## src/rtl/mc_control_fsm_if.sv

```systemverilog
// Control bundle between the multicycle main-control FSM and the datapath.
// master: the control FSM (drives selects/enables, reads opcode and memory ready).
// slave:  the datapath/memory side.
interface mc_control_fsm_if;
  logic [5:0] Opcode;
  logic       MemReady;
  logic       PCWrite;
  logic       PCWriteCond;
  logic       IorD;
  logic       MemRead;
  logic       MemWrite;
  logic       IRWrite;
  logic       RegWrite;
  logic       ALUSrcA;
  logic [1:0] RegDst;
  logic [1:0] MemtoReg;
  logic [1:0] ALUSrcB;
  logic [1:0] ALUOp;
  logic [1:0] PCSource;
  logic       Illegal;
  logic [3:0] State;

  modport master (
    input  Opcode, MemReady,
    output PCWrite, PCWriteCond, IorD, MemRead, MemWrite, IRWrite, RegWrite,
           ALUSrcA, RegDst, MemtoReg, ALUSrcB, ALUOp, PCSource, Illegal, State
  );

  modport slave (
    output Opcode, MemReady,
    input  PCWrite, PCWriteCond, IorD, MemRead, MemWrite, IRWrite, RegWrite,
           ALUSrcA, RegDst, MemtoReg, ALUSrcB, ALUOp, PCSource, Illegal, State
  );
endinterface

```

## src/rtl/mc_control_fsm.sv

```systemverilog
// Multicycle main-control FSM for the single-memory MIPS datapath.
// State is registered; selects/enables decode combinationally from the state,
// with IRWrite/PCWrite in FETCH gated by MemReady and everything forced low
// while Reset is low.
// Optional feature macro: MC_CTRL_JAL_EN (adds the JAL state for opcode 000011).
module mc_control_fsm (
  input  logic              Clk,
  input  logic              Reset,
  mc_control_fsm_if.master  bus
);

  typedef enum logic [3:0] {
    ST_FETCH  = 4'd0,
    ST_DECODE = 4'd1,
    ST_MEMADR = 4'd2,
    ST_MEMRD  = 4'd3,
    ST_MEMWB  = 4'd4,
    ST_MEMWR  = 4'd5,
    ST_EXEC   = 4'd6,
    ST_ALUWB  = 4'd7,
    ST_BRANCH = 4'd8,
    ST_JUMP   = 4'd9,
    ST_ADDIEX = 4'd10,
    ST_ADDIWB = 4'd11
`ifdef MC_CTRL_JAL_EN
    , ST_JAL  = 4'd12
`endif
  } state_t;

  localparam logic [5:0] OP_RTYPE = 6'b000000;
  localparam logic [5:0] OP_LW    = 6'b100011;
  localparam logic [5:0] OP_SW    = 6'b101011;
  localparam logic [5:0] OP_BEQ   = 6'b000100;
  localparam logic [5:0] OP_J     = 6'b000010;
  localparam logic [5:0] OP_ADDI  = 6'b001000;
  localparam logic [5:0] OP_JAL   = 6'b000011;

  // DECODE dispatch; an unknown opcode falls back to FETCH, which also flags Illegal.
  function automatic state_t decode_next(input logic [5:0] op);
    state_t nxt;
    case (op)
      OP_RTYPE:     nxt = ST_EXEC;
      OP_LW, OP_SW: nxt = ST_MEMADR;
      OP_BEQ:       nxt = ST_BRANCH;
      OP_J:         nxt = ST_JUMP;
      OP_ADDI:      nxt = ST_ADDIEX;
`ifdef MC_CTRL_JAL_EN
      OP_JAL:       nxt = ST_JAL;
`endif
      default:      nxt = ST_FETCH;
    endcase
    return nxt;
  endfunction

  state_t     state_r;

  logic       pc_write_s;
  logic       pc_write_cond_s;
  logic       iord_s;
  logic       mem_read_s;
  logic       mem_write_s;
  logic       ir_write_s;
  logic       reg_write_s;
  logic       alu_src_a_s;
  logic [1:0] reg_dst_s;
  logic [1:0] memto_reg_s;
  logic [1:0] alu_src_b_s;
  logic [1:0] alu_op_s;
  logic [1:0] pc_source_s;
  logic       illegal_s;
  logic [3:0] state_out_s;

  // State register and transitions; memory states hold until MemReady.
  always_ff @(posedge Clk) begin
    if (Reset == 1'b0) begin
      state_r <= ST_FETCH;
    end else begin
      case (state_r)
        ST_FETCH:  state_r <= bus.MemReady ? ST_DECODE : ST_FETCH;
        ST_DECODE: state_r <= decode_next(bus.Opcode);
        ST_MEMADR: state_r <= (bus.Opcode == OP_SW) ? ST_MEMWR : ST_MEMRD;
        ST_MEMRD:  state_r <= bus.MemReady ? ST_MEMWB : ST_MEMRD;
        ST_MEMWB:  state_r <= ST_FETCH;
        ST_MEMWR:  state_r <= bus.MemReady ? ST_FETCH : ST_MEMWR;
        ST_EXEC:   state_r <= ST_ALUWB;
        ST_ALUWB:  state_r <= ST_FETCH;
        ST_BRANCH: state_r <= ST_FETCH;
        ST_JUMP:   state_r <= ST_FETCH;
        ST_ADDIEX: state_r <= ST_ADDIWB;
        ST_ADDIWB: state_r <= ST_FETCH;
`ifdef MC_CTRL_JAL_EN
        ST_JAL:    state_r <= ST_FETCH;
`endif
        default:   state_r <= ST_FETCH;
      endcase
    end
  end

  // Per-state control decode; all outputs low while Reset is held low.
  always_comb begin
    pc_write_s      = 1'b0;
    pc_write_cond_s = 1'b0;
    iord_s          = 1'b0;
    mem_read_s      = 1'b0;
    mem_write_s     = 1'b0;
    ir_write_s      = 1'b0;
    reg_write_s     = 1'b0;
    alu_src_a_s     = 1'b0;
    reg_dst_s       = 2'b00;
    memto_reg_s     = 2'b00;
    alu_src_b_s     = 2'b00;
    alu_op_s        = 2'b00;
    pc_source_s     = 2'b00;
    illegal_s       = 1'b0;
    state_out_s     = 4'd0;
    if (Reset == 1'b0) begin
      state_out_s = 4'd0;
    end else begin
      state_out_s = state_r;
      case (state_r)
        ST_FETCH: begin
          mem_read_s  = 1'b1;
          alu_src_b_s = 2'b01;
          ir_write_s  = bus.MemReady;
          pc_write_s  = bus.MemReady;
        end
        ST_DECODE: begin
          alu_src_b_s = 2'b11;
          illegal_s   = (decode_next(bus.Opcode) == ST_FETCH);
        end
        ST_MEMADR, ST_ADDIEX: begin
          alu_src_a_s = 1'b1;
          alu_src_b_s = 2'b10;
        end
        ST_MEMRD: begin
          mem_read_s = 1'b1;
          iord_s     = 1'b1;
        end
        ST_MEMWB: begin
          reg_write_s = 1'b1;
          memto_reg_s = 2'b01;
        end
        ST_MEMWR: begin
          mem_write_s = 1'b1;
          iord_s      = 1'b1;
        end
        ST_EXEC: begin
          alu_src_a_s = 1'b1;
          alu_op_s    = 2'b10;
        end
        ST_ALUWB: begin
          reg_write_s = 1'b1;
          reg_dst_s   = 2'b01;
        end
        ST_BRANCH: begin
          alu_src_a_s     = 1'b1;
          alu_op_s        = 2'b01;
          pc_write_cond_s = 1'b1;
          pc_source_s     = 2'b01;
        end
        ST_JUMP: begin
          pc_write_s  = 1'b1;
          pc_source_s = 2'b10;
        end
        ST_ADDIWB: begin
          reg_write_s = 1'b1;
        end
`ifdef MC_CTRL_JAL_EN
        ST_JAL: begin
          pc_write_s  = 1'b1;
          pc_source_s = 2'b10;
          reg_write_s = 1'b1;
          reg_dst_s   = 2'b10;
          memto_reg_s = 2'b10;
        end
`endif
        default: begin
          state_out_s = state_r;
        end
      endcase
    end
  end

  assign bus.PCWrite     = pc_write_s;
  assign bus.PCWriteCond = pc_write_cond_s;
  assign bus.IorD        = iord_s;
  assign bus.MemRead     = mem_read_s;
  assign bus.MemWrite    = mem_write_s;
  assign bus.IRWrite     = ir_write_s;
  assign bus.RegWrite    = reg_write_s;
  assign bus.ALUSrcA     = alu_src_a_s;
  assign bus.RegDst      = reg_dst_s;
  assign bus.MemtoReg    = memto_reg_s;
  assign bus.ALUSrcB     = alu_src_b_s;
  assign bus.ALUOp       = alu_op_s;
  assign bus.PCSource    = pc_source_s;
  assign bus.Illegal     = illegal_s;
  assign bus.State       = state_out_s;

endmodule

```

## src/flat_wrapper.sv

```systemverilog
// flat-port wrapper written by rule: the top's interface ports become plain ports
module mc_control_fsm_flat 
  (Clk, Reset, bus_Opcode, bus_MemReady, bus_PCWrite, bus_PCWriteCond, bus_IorD, bus_MemRead, bus_MemWrite, bus_IRWrite, bus_RegWrite, bus_ALUSrcA, bus_RegDst, bus_MemtoReg, bus_ALUSrcB, bus_ALUOp, bus_PCSource, bus_Illegal, bus_State);
  mc_control_fsm_if bus_i ();
  input  logic Clk;
  input  logic Reset;
  input wire logic [$bits(bus_i.Opcode)-1:0] bus_Opcode;
  input wire logic [$bits(bus_i.MemReady)-1:0] bus_MemReady;
  output wire logic [$bits(bus_i.PCWrite)-1:0] bus_PCWrite;
  output wire logic [$bits(bus_i.PCWriteCond)-1:0] bus_PCWriteCond;
  output wire logic [$bits(bus_i.IorD)-1:0] bus_IorD;
  output wire logic [$bits(bus_i.MemRead)-1:0] bus_MemRead;
  output wire logic [$bits(bus_i.MemWrite)-1:0] bus_MemWrite;
  output wire logic [$bits(bus_i.IRWrite)-1:0] bus_IRWrite;
  output wire logic [$bits(bus_i.RegWrite)-1:0] bus_RegWrite;
  output wire logic [$bits(bus_i.ALUSrcA)-1:0] bus_ALUSrcA;
  output wire logic [$bits(bus_i.RegDst)-1:0] bus_RegDst;
  output wire logic [$bits(bus_i.MemtoReg)-1:0] bus_MemtoReg;
  output wire logic [$bits(bus_i.ALUSrcB)-1:0] bus_ALUSrcB;
  output wire logic [$bits(bus_i.ALUOp)-1:0] bus_ALUOp;
  output wire logic [$bits(bus_i.PCSource)-1:0] bus_PCSource;
  output wire logic [$bits(bus_i.Illegal)-1:0] bus_Illegal;
  output wire logic [$bits(bus_i.State)-1:0] bus_State;
  assign bus_i.Opcode = bus_Opcode;
  assign bus_i.MemReady = bus_MemReady;
  assign bus_PCWrite = bus_i.PCWrite;
  assign bus_PCWriteCond = bus_i.PCWriteCond;
  assign bus_IorD = bus_i.IorD;
  assign bus_MemRead = bus_i.MemRead;
  assign bus_MemWrite = bus_i.MemWrite;
  assign bus_IRWrite = bus_i.IRWrite;
  assign bus_RegWrite = bus_i.RegWrite;
  assign bus_ALUSrcA = bus_i.ALUSrcA;
  assign bus_RegDst = bus_i.RegDst;
  assign bus_MemtoReg = bus_i.MemtoReg;
  assign bus_ALUSrcB = bus_i.ALUSrcB;
  assign bus_ALUOp = bus_i.ALUOp;
  assign bus_PCSource = bus_i.PCSource;
  assign bus_Illegal = bus_i.Illegal;
  assign bus_State = bus_i.State;
  mc_control_fsm u_core (.Clk(Clk), .Reset(Reset), .bus(bus_i));
endmodule
```

## config.mk

```make
export PLATFORM = sky130hd
export DESIGN_NAME = mc_control_fsm_flat
export DESIGN_NICKNAME = d
export VERILOG_FILES = /design/src/rtl/mc_control_fsm_if.sv /design/src/rtl/mc_control_fsm.sv /design/src/flat_wrapper.sv
export SDC_FILE = /design/constraint.sdc
export NUM_CORES = 1
export LEC_CHECK = 0
export BUFFER_PORTS_ARGS = -buffer_cell sky130_fd_sc_hd__buf_2
export CORE_AREA = 2 2 41 43
export CTS_CLUSTER_DIAMETER = 120
export DETAILED_ROUTE_END_ITERATION = 6
export DIE_AREA = 0 0 43 45
export PLACE_DENSITY = 0.7
export RECOVER_POWER = 50
export SETUP_SLACK_MARGIN = 0.1
export SYNTH_ARGS = -nofsm -noshare
export SYNTH_HDL_FRONTEND = slang
export SYNTH_SLANG_ARGS = --single-unit
```

## constraint.sdc

```tcl
create_clock -name Clk -period 2.1 [get_ports Clk]
set_clock_uncertainty 0.15 [all_clocks]
set_input_delay 0.42 -clock Clk [delete_from_list [all_inputs] [get_ports Clk]]
set_output_delay 0.42 -clock Clk [all_outputs]
set_load 0.02 [all_outputs]
```

Word-level counts from Yosys, hierarchy flattened:

Cells that the tools add are included.

* input bits: 9
* output and inout bits: 23
* word-level logic and storage cells: 63
* flip-flop bits (word level): 4

* reduce and logical (&&, ||, !) cells: 9
* eq/ne operators: 16
* mux-type cells: 37

Operators by type and width (count)
* case mux 4 bit (7 select lines): 1
* two-way mux 1 bit: 20
* case mux 4 bit (5 select lines): 1
* equality test 4 x 3 -> 1 bit, second input constant: 4
* equality test 4 bit, second input constant: 4
* equality test 6 bit, second input constant: 2
* two-way mux 4 bit: 3
* two-way mux 2 bit: 5
* two-way mux 3 bit: 3
* equality test 4 x 2 -> 1 bit, second input constant: 2
* logical NOT 4 bit: 2
* case mux 2 bit (2 select lines): 2
* OR reduction 2 bit: 4
* equality test 6 x 2 -> 1 bit, second input constant: 1
* equality test 6 x 3 -> 1 bit, second input constant: 1
* equality test 6 x 4 -> 1 bit, second input constant: 1
* logical NOT 6 bit: 1
* case mux 2 bit (3 select lines): 1
* equality test 4 x 1 -> 1 bit, second input constant: 1
* OR reduction 4 bit: 1
* OR reduction 3 bit: 1
* case mux 1 bit (2 select lines): 1

Longest topological paths before layout:

* depth in word-level cells: 8
* gate-level depth with buffers: 5
* mapped depth without buffers: 4

Least setup slack after synthesis:

No wires, ideal clock.

* path type: reg-to-output
* start point: register u_core.state_r[0]
* end point: output port bus_Illegal
* data required time: 1.530 ns
* arrival: 1.533 ns
* path buffers: 1
* slack: -0.003 ns
* cell stages (with the launch flop): 4
* cells stage by stage: dfxtp_1 > clkbuf_1 > nand3_1 > nor4b_1

* longest elaborated chain between the ends: 3

RTL lines
* from (decl): RTL line mc_control_fsm.sv:55 `state_t state_r;`
* from (signal assigned): RTL line mc_control_fsm.sv:79 `ST_FETCH: state_r <= bus.MemReady ? ST_DECODE : ST_FETCH;`
* from (signal assigned): RTL line mc_control_fsm.sv:80 `ST_DECODE: state_r <= decode_next(bus.Opcode);`
* from (signal assigned): RTL line mc_control_fsm.sv:81 `ST_MEMADR: state_r <= (bus.Opcode == OP_SW) ? ST_MEMWR : ST_MEMRD;`
* equality test 4 x 1 -> 1 bit: RTL line mc_control_fsm.sv:120 `case (state_r)`
* two-way mux 1 bit: RTL line mc_control_fsm.sv:120
* two-way mux 1 bit: RTL line mc_control_fsm.sv:116 `if (Reset == 1'b0) begin`
* to (decl): RTL line flat_wrapper.sv:22 `output wire logic [$bits(bus_i.Illegal)-1:0] bus_Illegal;`

No other way between the ends.

Final worst setup path:

* start point: register u_core.state_r[0]
* end point: output port bus_PCSource[0]

* longest elaborated chain between the ends: 3
* elaborated cells on any way between the ends: 4
* classes of those cells: eq/ne: 2; mux: 2

RTL lines
* equality test 4 bit: RTL line mc_control_fsm.sv:120
* case mux 2 bit (2 select lines) (*): RTL line mc_control_fsm.sv:120
* two-way mux 2 bit (*): RTL line mc_control_fsm.sv:116
* to (decl): RTL line flat_wrapper.sv:21 `output wire logic [$bits(bus_i.PCSource)-1:0] bus_PCSource;`

Mark *: on every way between the ends. The rest lies on a longest branch, timed or not.

==> results.py <==
metrics = {
    "critical_path": {
        "crit_required_ns": 1.53,
        "worstSetupPathType": "register to output port",
        "crit_buf_inv": 2,
        "slowest_stage": "or3_4",
        "cp.arrival_ns": 1.41,
        "cp-end-kind": "output port",
        "critPathTopFamily": "simple AND/OR/NAND/NOR gates",
        "start_kind": "register",
        "cp_common_cell": "buf_4",
        "crit_fanout": 12,
        "slowest_delay_ns": 0.38,
        "path_cells": "buf_4, or3_4, nor2_2, buf_4",
    },
    "logic_synthesis": {
        "synth_edf_count": 0,
        "ys_warn_count": 0,
        "yosysUniqueCellTypes": 36,
        "synth_flop_cell": "dfxtp_1",
        "synth_top_family_by_area": "simple AND/OR/NAND/NOR gates",
        "synth_adder_area_share_pct": 0,
        "synth_top_cell_by_area": "dfxtp_1",
        "synth_most_common_cell": "nor2_1",
        "yosys-top-cells-count": "nor2_1 (12), nor3_1 (7), a21oi_1 (6), nand2_1 (6), nand2b_1 (6)",
        "synth.area.top_cells": "dfxtp_1 (13%), nor2_1 (7.5%), buf_4 (6.3%)",
        "yosys_register_bits": 4,
        "avgSynthCellArea_um2": 6.60,
        "synth-compound-area-share_pct": 24.6,
        "yosys.area_share.simple_pct": 46.0,
        "async_flop_share_pct": 0,
        "synth_top_cell_area_share_pct": 13.3,
        "yosysSeqAreaShare_pct": 13.3,
        "synthCells": 91,
        "synthMuxAreaShare_pct": 0,
        "syn_area_um2": 601,
        "synth_xor_xnor_area_share_pct": 2.92,
    },
    "timing": {
        "tns_ns": 0,
        "timing.final.hold_violations": 0,
        "holdWs_ns": 0.430,
        "rsz0062_at_grt": "true",
        "drv_slew": 0,
        "fmax_ghz": 0.506,
        "fin_crit_ns": 1.98,
        "fin_crit_sh_pct": 94.1,
        "setup_viol": 0,
    },
    "grt": {
        "grt_max_degree": 15,
        "antenna_found_initial": 0,
        "grt_pass1_wl_um": 2550,
        "grt.total_usage_pct": 16.9,
        "grt.overflow.total": 0,
        "grt_pass1_vias": 626,
    },
    "detailed_routing": {
        "wl_met2_um": 729,
        "wl_per_cell_um": 11.8,
        "met1_length_um": 753,
        "first_iter_violations": 6,
        "drc": 0,
        "vias": 774,
        "dr.pass1.iters": 4,
        "dr.max_layer_used": "met4",
        "ant_nets": 0,
        "wl_met3_um": 110,
        "routed_wl_um": 1620,
        "via_per_inst": 5.65,
    },
    "clocking": {
        "cts_inserted_buffers": 3,
        "worstSkewPairLatency_ns": 0.23,
        "clock-root-buffer": "clkbuf_4",
        "clk_pin_slew_ns": 0.04,
        "h-tree-depth": 1,
        "cts_tree": "yes",
        "cts_max_path_buffers": 2,
        "cts_hold_buf": 0,
        "clock_sink_count": 4,
    },
    "pwr": {
        "internal-power_mw": 0.185,
        "power_density_mw_per_mm2": 346,
        "p_sw_mw": 0.0991,
        "pwr-share-seq_pct": 30.2,
        "p_sw_share_pct": 34.9,
        "ir_worst_vdd_mv": 0.233,
        "comb_power_share_pct": 37.1,
        "leakage_nw": 0.358,
        "power_mw": 0.284,
        "power_frac_clock_pct": 32.7,
    },
    "layout": {
        "synthToLayoutAreaGrowth_pct": 36.7,
        "fin_nets": 132,
        "finalNonFillerCells": 137,
        "largestRegisters": "u_core.state_r (4)",
        "fin_area_um2": 821,
        "top_register": "u_core.state_r",
        "drive_above_1_share_pct": 38.8,
        "largest_reg_flops": 4,
        "diodes": 0,
        "fillCellCount": 149,
    },
    "floorplanning": {
        "die_area_mm2": 0.00194,
        "io_pins": 32,
        "num_rows": 14,
        "die_h_um": 45,
        "die_w_um": 43,
        "start_util_pct": 40.8,
        "core_mm2": 0.00147,
    },
    "placed_design": {
        "numPortBuffers": 29,
        "dp.cells": 134,
        "hpwlAfterDp_um": 1220,
        "place.gp.congestion": 0.852,
        "dpl-instance-area_um2": 749,
    },
    "run": {
        "max_cap_violations": 0,
    },
    "min_path": {
        "hold_path.class": "input pin to register",
    },
    "outcome": {
        "status": "completed",
    },
}
-- layout by cell type, fill, tap and decap left out, types with 2 or more instances in the layout --
| cell | count |
|---|---|
| buf_2 | 19 |
| nor2_1 | 10 |
| buf_4 | 10 |
| nor3_1 | 7 |
| nand2_1 | 6 |
| a21oi_1 | 5 |
| clkbuf_1 | 5 |
| inv_2 | 3 |
| o21ai_0 | 3 |
| nand2b_1 | 3 |
| nand3b_1 | 3 |
| clkbuf_4 | 3 |
| dfxtp_1 | 3 |
| nand2b_4 | 2 |
| nor2_2 | 2 |
| xor2_1 | 2 |
| nand2b_2 | 2 |
| nor2b_1 | 2 |
| and3_1 | 2 |
| o21ai_1 | 2 |
| o31ai_1 | 2 |
| a31oi_1 | 2 |
| conb_1 | 2 |
-- worst paths after layout --
check	start	end	slack (ns)	cells past startpoint
setup / recovery	u_core.state_r[0]	bus_PCSource[0]	0.12	4
hold / removal	bus_Opcode[1]	u_core.state_r[0]	0.43	3
setup reg to reg	u_core.state_r[2]	u_core.state_r[2]	0.33	5
hold reg to reg	u_core.state_r[3]	u_core.state_r[2]	0.49	1
-- what timing repair did --
item                       4_1_cts  5_1_grt
pin swaps                        0        3
setup endpoints to repair        6        8
resized for setup                2       18
cloned                           0        0
buffers inserted                 0        0
-- logic make-up after synthesis --
kind of cell | count (synthesis)
and+or+nand+nor | 51
xor gates and xnor gates | 2
buffers and inverters | 11
other | 1
AOI/OAI and AO/OA | 22
DFF | 4
-- per-stage QoR --
stage / util, % / setup slack (ns)
floorplan: - / 0.101
global placement: 50.9 / 0.156
detailed placement: 50.9 / 0.146
CTS: 52.7 / 0.0900
global route: 55.8 / 0.0575
finish: 55.8 / 0.123
-- worst min-delay path: cells and delay by family --
kind	cells	cell delay, ns
compound gates	2	0.21
buf+inv	1	0.14
-- cell type report --
| class | instances | area, um^2 | share of cell area [%] |
|---|---|---|---|
| clock buffer | 3 | 22.5 | 2.74 |
| inverter | 3 | 11.3 | 1.37 |
| multi-input combinational | 77 | 494 | 60.2 |
| sequential | 4 | 83.8 | 10.2 |
| tap | 16 | 20.0 | 2.44 |
| timing repair buffer | 34 | 189 | 23.0 |
-- routing by layer --
metal	GRT usage, %	vias up
met5	0	-
met4	6.06	0
met3	2.80	2
met2	27.9	30
met1	22.4	353
li1	-	389
-- power groups by stage --
stage	combinational [mW]	clock, mW	sequential (mW)
2_1_floorplan	0.0717	0	0.0824
3_3_place_gp	0.0967	0	0.0861
3_5_place_dp	0.0980	0	0.0858
4_1_cts	0.0991	0.0972	0.0851
5_1_grt	0.116	0.102	0.0866
6_report	0.105	0.0927	0.0857
Power figures use the tool's default switching activity.
